===== config.mk =====
export PLATFORM = sky130hd
export DESIGN_NAME = exp_pulse_source
export DESIGN_NICKNAME = d
export VERILOG_FILES = /design/src/rtl/exp_pulse_source_pkg.sv /design/src/rtl/exp_pulse_source_lfsr.sv /design/src/rtl/exp_pulse_source.sv
export SDC_FILE = /design/constraint.sdc
export NUM_CORES = 1
export LEC_CHECK = 0
export ABC_AREA = 0
export BUFFER_PORTS_ARGS = -buffer_cell sky130_fd_sc_hd__buf_4
export CORE_MARGIN = 3
export CORE_UTILIZATION = 40
export CTS_BUF_LIST = sky130_fd_sc_hd__clkbuf_4 sky130_fd_sc_hd__clkbuf_8
export DETAILED_ROUTE_END_ITERATION = 10
export GPL_TIMING_DRIVEN = 0
export HOLD_SLACK_MARGIN = 0.12
export PLACE_DENSITY = 0.59
export SYNTH_ARGS = -nofsm -noshare
export SYNTH_HDL_FRONTEND = slang
export SYNTH_SLANG_ARGS = --single-unit

===== constraint.sdc =====
create_clock -name clk -period 4.6 [get_ports clk]
set_input_delay 0.46 -clock clk [delete_from_list [all_inputs] [get_ports clk]]
set_output_delay 0.46 -clock clk [all_outputs]
set_load 0.02 [all_outputs]

===== src/rtl/exp_pulse_source_pkg.sv =====
// package_settings_v_6: shared constants for the synthetic pulse source.
// Holds the sample width, the FSM state type, the LFSR seed/taps and the
// amplitude-register ceiling used by exp_pulse_source and exp_pulse_lfsr.
package package_settings_v_6;

  localparam int SIZE_FILTER_DATA = 16;

  typedef enum logic [1:0] {
    IDLE  = 2'd0,
    RISE  = 2'd1,
    DECAY = 2'd2
  } pulse_state_t;

  localparam logic [15:0] LFSR_SEED = 16'hACE1;
  // Taps 16,14,13,11 expressed as a mask over bits [15:0]
  localparam logic [15:0] LFSR_TAPS = 16'hB400;

  // Largest amplitude value whose integer part still fits a positive sample
  function automatic logic [63:0] vmax_of(input int frac);
    vmax_of = ((64'd1 << (SIZE_FILTER_DATA - 1)) << frac) - 64'd1;
  endfunction

endpackage


===== src/rtl/exp_pulse_source_lfsr.sv =====
// exp_pulse_lfsr: 16-bit Fibonacci LFSR dither source for exp_pulse_source.
// Only instantiated when EXP_PULSE_NOISE_EN is defined.
module exp_pulse_lfsr
  import package_settings_v_6::*;
(
  input  logic              clk,
  input  logic              reset,
  input  logic              advance,
  output logic signed [2:0] noise
);

  logic [15:0] lfsr;

  // Shift one step per sample tick, feedback is the XOR of the tapped bits
  always_ff @(posedge clk or posedge reset) begin
    if (reset) begin
      lfsr <= LFSR_SEED;
    end else if (advance) begin
      lfsr <= {lfsr[14:0], ^(lfsr & LFSR_TAPS)};
    end
  end

  assign noise = $signed(lfsr[2:0]);

endmodule


===== src/rtl/exp_pulse_source.sv =====
// exp_pulse_source: synthetic detector pulse generator feeding the shaping
// filter. Linear rise of 2**RISE_SHIFT samples, then exponential decay with
// factor (1 - 2**-DECAY_SHIFT); triggers during decay pile up on the tail.
// Build macro EXP_PULSE_NOISE_EN adds -4..+3 LSB of LFSR dither per sample.
module exp_pulse_source
  import package_settings_v_6::*;
#(
  parameter int SAMPLE_DIV  = 1,
  parameter int RISE_SHIFT  = 2,
  parameter int DECAY_SHIFT = 5,
  parameter int FRAC        = 8,
  parameter int BASELINE    = 0
) (
  input  logic                               clk,
  input  logic                               reset,
  input  logic                               trig_valid,
  input  logic [SIZE_FILTER_DATA-2:0]        trig_amp,
  output logic                               trig_ready,
  output logic signed [SIZE_FILTER_DATA-1:0] output_data,
  output logic                               sample_tick,
  output logic                               pulse_active,
  output logic [15:0]                        pulse_cnt
);

  localparam int VW = SIZE_FILTER_DATA + FRAC + 1;
  localparam int SW = VW + 16;
  localparam int DW = (SAMPLE_DIV > 1) ? $clog2(SAMPLE_DIV) : 1;
  localparam int RW = RISE_SHIFT + 1;

  localparam logic [VW-1:0] VMAX      = VW'(vmax_of(FRAC));
  localparam logic [VW-1:0] VFLOOR    = VW'(1) << FRAC;
  localparam logic [DW-1:0] DIV_LAST  = DW'(SAMPLE_DIV - 1);
  localparam logic [RW-1:0] RISE_LAST = RW'((1 << RISE_SHIFT) - 1);

  localparam logic signed [SW-1:0] OUT_MAX  =
    signed'(SW'((64'd1 << (SIZE_FILTER_DATA - 1)) - 64'd1));
  localparam logic signed [SW-1:0] OUT_MIN  = ~OUT_MAX;
  localparam logic signed [SW-1:0] BASE_EXT = SW'(BASELINE);

  pulse_state_t state, state_next;

  logic [DW-1:0]    div_cnt;
  logic             tick;
  logic             accept;
  logic [RW-1:0]    rise_cnt, rise_cnt_next;
  logic [VW-1:0]    v, v_calc, v_update, step, step_new;
  logic [VW:0]      v_sum;
  logic signed [SW-1:0] out_sum, noise_ext;

  function automatic logic signed [SIZE_FILTER_DATA-1:0] sat_signed(
    input logic signed [SW-1:0] x
  );
    logic signed [SIZE_FILTER_DATA-1:0] r;
    if (x > OUT_MAX) begin
      r = OUT_MAX[SIZE_FILTER_DATA-1:0];
    end else if (x < OUT_MIN) begin
      r = OUT_MIN[SIZE_FILTER_DATA-1:0];
    end else begin
      r = x[SIZE_FILTER_DATA-1:0];
    end
    return r;
  endfunction

  assign tick         = (div_cnt == DIV_LAST);
  assign sample_tick  = tick && !reset;
  assign trig_ready   = (state != RISE);
  assign pulse_active = (state != IDLE);
  assign accept       = trig_valid && trig_ready;
  assign step_new     = (VW'(trig_amp) << FRAC) >> RISE_SHIFT;

`ifdef EXP_PULSE_NOISE_EN
  logic signed [2:0] noise;

  exp_pulse_lfsr u_lfsr (
    .clk     (clk),
    .reset   (reset),
    .advance (tick),
    .noise   (noise)
  );

  assign noise_ext = SW'(noise);
`else
  assign noise_ext = '0;
`endif

  // Amplitude arithmetic for the next sample: decay, optional rise step, clamp
  always_comb begin
    v_sum   = {1'b0, v} - {1'b0, (v >> DECAY_SHIFT)}
              + ((state == RISE) ? {1'b0, step} : '0);
    v_calc  = (v_sum > {1'b0, VMAX}) ? VMAX : v_sum[VW-1:0];
    out_sum = BASE_EXT + signed'({{(SW - VW){1'b0}}, (v_calc >> FRAC)}) + noise_ext;
    v_update = v_calc;
    if (state == IDLE) begin
      v_update = '0;
    end else if ((state == DECAY) && (v_calc < VFLOOR)) begin
      v_update = '0;
    end
  end

  // Next-state logic; a trigger wins over the tick-driven transitions
  always_comb begin
    state_next    = state;
    rise_cnt_next = rise_cnt;
    if (accept) begin
      state_next    = RISE;
      rise_cnt_next = '0;
    end else if (tick) begin
      case (state)
        RISE: begin
          if (rise_cnt == RISE_LAST) begin
            state_next    = DECAY;
            rise_cnt_next = '0;
          end else begin
            rise_cnt_next = rise_cnt + RW'(1);
          end
        end
        DECAY: begin
          if (v_calc < VFLOOR) begin
            state_next = IDLE;
          end
        end
        default: begin
        end
      endcase
    end
  end

  // State register and rise counter
  always_ff @(posedge clk or posedge reset) begin
    if (reset) begin
      state    <= IDLE;
      rise_cnt <= '0;
    end else begin
      state    <= state_next;
      rise_cnt <= rise_cnt_next;
    end
  end

  // Sample-rate divider, wraps on the tick clock
  always_ff @(posedge clk or posedge reset) begin
    if (reset) begin
      div_cnt <= '0;
    end else if (tick) begin
      div_cnt <= '0;
    end else begin
      div_cnt <= div_cnt + DW'(1);
    end
  end

  // Capture the rise step and count triggers on every accept
  always_ff @(posedge clk or posedge reset) begin
    if (reset) begin
      step      <= '0;
      pulse_cnt <= '0;
    end else if (accept) begin
      step      <= step_new;
      pulse_cnt <= pulse_cnt + 16'd1;
    end
  end

  // Amplitude register and output sample update together on each tick
  always_ff @(posedge clk or posedge reset) begin
    if (reset) begin
      v           <= '0;
      output_data <= sat_signed(BASE_EXT);
    end else if (tick) begin
      v           <= v_update;
      output_data <= sat_signed(out_sum);
    end
  end

endmodule


* Word level (Yosys, flattened, before mapping)
Cells that the tools add are included.
Word-level totals: output and inout bits 35, input bits 18, flip-flop bits (word level) 78, logic and storage cells 50
Cells by class: mux-type cells 16, bitwise logic cells 1, reduce and logical (&&, ||, !) cells 10, order comparisons 4, eq/ne operators 7, $add $sub $neg 5
Operators by type and width (count):
- 2-to-1 mux 25 bit | 3
- 2-to-1 mux 16 bit | 2
- adder 26 x 21 -> 26 bit | 1
- greater-than comparator 26 x 23 -> 1 bit (second input constant) | 1
- subtractor 25 x 20 -> 26 bit | 1
- less-than comparator 25 x 9 -> 1 bit (second input constant) | 1
- 2-to-1 mux 21 bit | 1
- less-than comparator 18 x 16 -> 1 bit (second input constant) | 1
- greater-than comparator 17 x 15 -> 1 bit (second input constant) | 1
- adder 16 x 1 -> 16 bit (second input constant) | 1
- 2-to-1 mux 3 bit | 4
- 2-to-1 mux 2 bit | 4
- != test 3 x 2 -> 1 bit (second input constant) | 2
- != test 2 x 1 -> 1 bit (second input constant) | 2
- case mux 2 bit (2 select lines) | 1
- AND reduction 4 bit | 1
- nonzero test 2 bit | 2
- adder 3 x 1 -> 3 bit (second input constant) | 1
- == test 3 x 2 -> 1 bit (second input constant) | 1
- logical AND 1 bit | 3
- nonzero test 3 bit | 1
- == test 2 x 1 -> 1 bit (second input constant) | 1
- == test 2 bit (second input constant) | 1
- zero test 2 bit | 1
- 5 further kinds | 5

* Logic depth before layout (Yosys ltp)
Gate-level depths: netlist (run 1).
depth after elaboration 10, mapped depth 18

* Worst setup path after synthesis (run 1)
OpenSTA, ideal clock, no wires.
path type register to register, start point reg state[0], end point reg v[3], clock period less this slack 4627 ps, data arrival time 4481 ps, stages on the path, launching flop included 18, path slack -27 ps, library setup time 145 ps, data required time 4455 ps, path through dfrtp_1 nor2b_1 clkbuf_1 buf_1 nand2_1 fa_1 inv_1 ha_1 buf_2 and3_1 nand3_1 a2111oi_0 nor3_2 o221a_2 xnor2_1 or4b_4 nor4b_4 a211oi_1
On the way: longest elaborated chain between the ends 9
RTL lines:
- from (decl) | RTL line exp_pulse_source.sv:40 | pulse_state_t state, state_next;
- from (signal assigned) | RTL line exp_pulse_source.sv:134 | state <= state_next;
- == test 2 x 1 -> 1 bit | RTL line exp_pulse_source.sv:89 | + ((state == RISE) ? {1'b0, step} : '0);
- 2-to-1 mux 21 bit | RTL line exp_pulse_source.sv:89
- adder 26 x 21 -> 26 bit | RTL line exp_pulse_source.sv:89
- greater-than comparator 26 x 23 -> 1 bit | RTL line exp_pulse_source.sv:90 | v_calc = (v_sum > {1'b0, VMAX}) ? VMAX : v_sum[VW-1:0];
- 2-to-1 mux 25 bit | RTL line exp_pulse_source.sv:90
- less-than comparator 25 x 9 -> 1 bit | RTL line exp_pulse_source.sv:95 | end else if ((state == DECAY) && (v_calc < VFLOOR)) begin
- logical AND 1 bit | RTL line exp_pulse_source.sv:95
- 2-to-1 mux 25 bit | RTL line exp_pulse_source.sv:95
- 2-to-1 mux 25 bit (*) | RTL line exp_pulse_source.sv:93 | if (state == IDLE) begin
- net v_update[3] | RTL line exp_pulse_source.sv:46 | logic [VW-1:0] v, v_calc, v_update, step, step_new;
- to (signal assigned) | RTL line exp_pulse_source.sv:167 | v <= v_update;
- to (decl) | RTL line exp_pulse_source.sv:46
The timed path passes the listed nets; every way through them passes the cells marked *. A chain may end at the register's enable or synchronous reset.

* Final worst setup path (run 1)
start point reg state[1], end point reg v[7]
Same word-level chain as after synthesis.

==> results of run 1 <==
[routing by layer]
metal / part of all wire / GRT usage
met4: 0.010 / 0.0472
met2: 0.46 / 0.288
met3: 0.040 / 0.0352
met5: 0 / 0
met1: 0.49 / 0.270
[how the worst min path moves through the flow]
| stage | from | end | slack [ps] | cells after the start |
|---|---|---|---|---|
| 6_report | trig_amp[13] | step[19]$_DFFE_PP0P_ | 290 | 3 |
| 5_1_grt | trig_amp[13] | step[19]$_DFFE_PP0P_ | 270 | 3 |
| 4_1_cts | trig_amp[13] | step[19]$_DFFE_PP0P_ | 270 | 3 |
| 3_5_place_dp | reset | pulse_cnt[15]$_DFFE_PP0P_ | 450 | 2 |
| 3_3_place_gp | pulse_cnt[15]$_DFFE_PP0P_ | pulse_cnt[15]$_DFFE_PP0P_ | 460 | 1 |
| 2_1_floorplan | step[6]$_DFFE_PP0P_ | step[6]$_DFFE_PP0P_ | 440 | 2 |
[worst min-delay path, stage by stage]
cell,delay [ps]
buf_4,70
nand2_1,40
nand2_1,40
[logic make-up after synthesis]
group,share of synthesized area
and+or+nand+nor,0.175
AOI/OAI and AO/OA,0.135
buffers and inverters,0.0688
DFF,0.395
adders and majority gates,0.146
xor gates and xnor gates,0.0682
muxes,0.0108
other,0.000769
[registers in the layout, summed over array words and instances (netlist names)]
register and flops:
rise_cnt 3, state 2, step 15, v 25
pulse_cnt 16, output_data 16
[cell type report]
class                      count  area [sq um]
inverter                      69           262
timing repair buffer          60           485
clock inverter                 5           108
sequential                    77          1930
buffer                        19           108
multi-input combinational    378          2720
tap                          143           179
fill                        1121          5730
clock buffer                  11           145
[layout by cell type (no fill, tap or decap), drive strengths merged, types with 4 or more instances in the layout]
master,n
and3,6
nand2b,7
o211ai,5
o21ai,17
a21oi,35
xnor2,26
nor2,18
nor4b,4
dfrtp,77
nand2,102
fa,15
inv,69
nand3,11
a31oi,4
xor2,12
nand4,10
clkbuf,24
and2,6
ha,33
a211oi,12
buf,65
a21o,9
nor3,8
[stage by stage]
| step | setup slack, ps | hold slack (ps) | utilization |
|---|---|---|---|
| global route | 2.34 | 274 | 0.509 |
| finish | 203 | 286 | 0.509 |
| CTS | 22.2 | 270 | 0.499 |
| detailed placement | -904 | 446 | 0.470 |
| global placement | -897 | 461 | 0.468 |
| floorplan | 74.3 | 437 | - |
[what timing repair did]
item / in CTS / in global routing
hold buffers: 1 / 0
pin swaps: 2 / 1
resized for setup: 16 / 20
buffers inserted: 3 / 3
endpoints found under the hold margin: 21 / 0
setup endpoints to repair: 39 / 30
==> out/metrics.csv, run 1 <==
metric,value,unit
syn_area,4880,sq um
yosys_most_used_dff,dfrtp_1,
yosysTopAreaCell,dfrtp_1,
vias,3985,
netlist_top_cells_area,"dfrtp_1 (40%), ha_1 (8.5%), nand2_1 (7.9%)",
cts_tree,yes,
synthCells,541,
crit_path_end,v[7]$_DFF_PP0_,
r2r_slack,200,ps
io_buffer_count,52,
hold_viol,0,
cp_max_fo,10,
worst_r2r_path_depth,18,
crit_family,simple AND/OR/NAND/NOR gates,
hold_path.class,in2reg,
htree_levels,3,
cts-buffers-inserted,9,
drtPass1Iterations,5,
synthMostInstantiatedCell,nand2_1,
cp.required,4810,ps
path_cells,"nor2b_2, buf_8, buf_6, nand2_1, fa_1, inv_1, ha_1, buf_4, and3_4, nand3_2, a2111oi_4, nor3_2, o221a_2, xnor2_1, or4b_4, nor4b_4, buf_12, a211oi_1",
critPathCaptureType,register,
outcome,"finished, final reports clean",
critPathKind,reg2reg,
placed_area,5490,sq um
finalNetCount,680,
reg2reg_to,v[7]$_DFF_PP0_,
grt_max_degree,57,
fin_crit,4400,ps
dieArea,13600,sq um
syn_to_final_growth,21.7,%
antenna-diode-count,0,
grtUsageTotal,0.186,
rsz0062_at_grt,false,
grt_antenna_before_repair,0,
drt_wl_total,11900,microns
start_util,0.418,
skew,15.1,ps
design_area,5930,sq um
pin_count,53,
cp_slowest_stage_delay,570,ps
die_y,116,microns
synthArstFlopShare,1.00,
max_freq,227,MHz
synth_warnings,0,
worstPathArrival,4610,ps
relSlewSlack,0.565,
drtIter0Drc,228,
drv_cap,0,
stdcell_count,762,
ant_nets,0,
yosysSeqAreaShare,0.395,
setup.worst_path.start_class,register,
drive_above_1_share,0.174,
cts_sinks,77,
drc,0,
setup_violations,0,
synth_common_cells,"nand2_1 (102), dfrtp_1 (77), inv_1 (69)",
avgViaCountPerCell,5.23,
wl_per_cell,15.6,microns
dieWidth,116,microns
r2r_start,state[1]$_DFFE_PP0P_,
crit_cells,18,
tns,0,ps
placed_cells,739,
worst_pin_slew,646,ps
globalRoute.totalOverflow,0,
period_share,0.956,
clk_latency,370,ps
clk_pin_slew,80,ps
num_rows,39,
grt_pass1_vias,3919,
synth_cell_types,47,
place_congestion,0.897,
worst_path_max_delay_cell,or4b_4,
clock_path_buffers,2,
cts-root-buf,clkbuf_8,
crit_start,state[1]$_DFFE_PP0P_,
slew_viol_final,0,
synth_top_cell_area_share,0.395,
synth_area_per_cell,9.02,sq um
synth_edf_count,0,
ys_ff_latch,77,
dp_hpwl,9280,microns
path_buf_inv,5,
grt_pass1_wl,19700,microns
coreArea,11700,sq um
Power of run 1 is not shown: default switching activity piles up to over one toggle a cycle in this logic, so the estimate is an artifact.
==> run 2: changes to the inputs <==
--- a/config.mk
+++ b/config.mk
@@ -6,8 +6,9 @@
 export NUM_CORES = 1
 export LEC_CHECK = 0
 export ABC_AREA = 0
+export ABC_CLOCK_PERIOD_IN_PS = 4600
 export BUFFER_PORTS_ARGS = -buffer_cell sky130_fd_sc_hd__buf_4
-export CORE_MARGIN = 3
+export CORE_MARGIN = 2
 export CORE_UTILIZATION = 40
 export CTS_BUF_LIST = sky130_fd_sc_hd__clkbuf_4 sky130_fd_sc_hd__clkbuf_8
 export DETAILED_ROUTE_END_ITERATION = 10
==> run 2 against run 1 <==
  * Via count down 0.53%
  * Worst setup slack got worse by 4.2 ps
  * Clock skew is 1.6 ps higher
  * Critical endpoint is now v[21]$_DFF_PP0_
  * Non-clock buffer count is 3 higher
  * Critical path type unchanged
  * Cell area up 0.42%
  * First-iteration DRC count up 9.6%
  * Utilization fell by 1.1 points
  * Critical path depth is the same
  * Clock-buffer cell count decreased by 2
  * Global-route usage is 0.39 points higher
  * Highest routed layer unchanged
  * Flip-flop and latch count stayed put
==> out/metrics.csv, run 2 (synthesized netlist as in run 1, its figures left out) <==
metric,value,unit,change
top_register,v,,unchanged
hold_viol,0,,unchanged
place_congestion,0.890,,was 0.897
drive_above_1_share,0.187,,was 0.174
dieArea,13100,sq um,was 13600 sq um
cts-root-buf,clkbuf_8,,unchanged
final_cell_mix,"nand2_1 (102), dfrtp_1 (77), inv_1 (68)",,unchanged
design_area,5960,sq um,was 5930 sq um
drt_wl_total,12400,microns,was 11900 microns
outcome,"finished, final reports clean",,unchanged
dieWidth,114,microns,was 116 microns
clk_latency,370,ps,about the same
nFillCells,1133,,was 1121
cp_slowest_stage_delay,490,ps,was 570 ps
relSlewSlack,0.565,,about the same
hold_path.class,in2reg,,unchanged
worst_pin_slew,647,ps,was 646 ps
setup_slack,199,ps,was 203 ps
wl_per_cell,16.2,microns,was 15.6 microns
grtUsageTotal,0.190,,was 0.186
top_layer_used,met4,,unchanged
regArea,1930,sq um,unchanged
path_buf_inv,6,,was 5
grt_pass1_wl,19400,microns,was 19700 microns
drt-met1-wl,6040,microns,was 5860 microns
critPathKind,reg2reg,,unchanged
largest_reg_flops,25,,unchanged
setup_violations,0,,unchanged
drc,0,,unchanged
slew_viol_final,0,,unchanged
fin_crit,4400,ps,about the same
tns,0,ps,unchanged
cts-buffers-inserted,9,,unchanged
hp-start,trig_amp[2],,was trig_amp[13]
r2r_start,state[1]$_DFFE_PP0P_,,unchanged
drv_cap,0,,unchanged
cp.required,4790,ps,was 4810 ps
path_cells,"nor2b_2, buf_8, buf_6, nand2_1, fa_1, inv_1, ha_1, buf_4, a211o_1, a21oi_4, and3_4, a211oi_1, a211oi_1, xnor2_1, buf_4, nor3_2, clkbuf_1, a21oi_1",,"was nor2b_2, buf_8, buf_6, nand2_1, fa_1, inv_1, ha_1, buf_4, and3_4, nand3_2, a2111oi_4, nor3_2, o221a_2, xnor2_1, or4b_4, nor4b_4, buf_12, a211oi_1"
max_freq,227,MHz,about the same
worst_path_max_delay_cell,clkbuf_1,,was or4b_4
crit_cells,18,,unchanged
critPathCaptureType,register,,unchanged
clk_pin_slew,80,ps,about the same
wl_met2,5710,microns,was 5440 microns
dp_hpwl,9140,microns,was 9280 microns
post-place-ws,-927,ps,was -904 ps
clock_path_buffers,2,,unchanged
placed_area,5490,sq um,about the same
cp_max_fo,10,,unchanged
cts_sinks,77,,unchanged
period_share,0.957,,was 0.956
skew,16.8,ps,was 15.1 ps
grt_antenna_before_repair,0,,unchanged
io_buffer_count,52,,unchanged
final_common_cell,nand2_1,,unchanged
multi_input_area,2740,sq um,was 2720 sq um
avgViaCountPerCell,5.16,,was 5.23
grt_pass1_vias,3905,,was 3919
antenna-diode-count,0,,unchanged
ant_nets,0,,unchanged
worst_r2r_path_depth,18,,unchanged
globalRoute.totalOverflow,0,,unchanged
cts_tree,yes,,unchanged
pin_count,53,,unchanged
die_y,114,microns,was 116 microns
vias,3964,,was 3985
worstPathArrival,4590,ps,was 4610 ps
htree_levels,3,,unchanged
grt_max_degree,65,,was 57
syn_to_final_growth,22.2,%,was 21.7%
placed_cells,743,,was 739
coreArea,12000,sq um,was 11700 sq um
top_regs,"v (25), output_data (16), pulse_cnt (16)",,unchanged
crit_start,state[1]$_DFFE_PP0P_,,unchanged
crit_family,buffers and inverters,,was simple AND/OR/NAND/NOR gates
finalNetCount,683,,was 680
start_util,0.408,,was 0.418
drtIter0Drc,250,,was 228
stdcell_count,768,,was 762
num_rows,40,,was 39
setup.worst_path.start_class,register,,unchanged
wl_met3,480,microns,was 470 microns
min_path_cells,3,,unchanged
drtPass1Iterations,7,,was 5
run 2: per-stage QoR:
| step | hold slack (ps) | utilization |
|---|---|---|
| finish | 284 | 0.498 |
| global route | 291 | 0.498 |
| detailed placement | 401 | 0.459 |
| floorplan | 437 | - |
| global placement | 459 | 0.456 |
| CTS | 273 | 0.485 |
run 2: cell type report:
cell class,count,share of cell area
buffer,17,0.0168
sequential,77,0.323
multi-input combinational,378,0.460
timing repair buffer,65,0.0859
inverter,69,0.0439
clock buffer,9,0.0208
tap,147,0.0309
clock inverter,6,0.0189
run 2: worst register-to-register path: stages, from the launching register on:
cell      delay (ps)
dfrtp_1          420
nor2b_2          170
buf_8            140
buf_6            140
nand2_1           80
fa_1             480
inv_1             40
ha_1             270
buf_4            170
a211o_1          290
a21oi_4          200
and3_4           230
a211oi_1          90
a211oi_1         280
xnor2_1          130
buf_4            150
nor3_2           260
clkbuf_1         500
a21oi_1          210
run 2: path summary, 6_finish.rpt:
check	endpoint	slack, ps
max reg2reg	v[21]$_DFF_PP0_	200
max in group asynchronous	v[23]$_DFF_PP0_	3450
min	step[8]$_DFFE_PP0P_	280
max	v[21]$_DFF_PP0_	200
min reg2reg	step[15]$_DFFE_PP0P_	480
min in group asynchronous	pulse_cnt[15]$_DFFE_PP0P_	570
run 2: repair_timing:
action / in CTS / in global routing
setup buffers: 3 / 7
setup endpoints to repair: 39 / 30
gates cloned: 0 / 1
hold endpoints to repair: 13 / 0
hold buffers: 1 / 0
gates resized for setup: 16 / 27
pin swaps: 2 / 12
run 2: metal layers:
layer  vias to the layer above  track usage
met4                         0       0.0561
li1                       1956            -
met2                        86        0.303
met5                         -            0
met3                        18       0.0318
met1                      1904        0.267
Power of run 2 is left out for the same reason.
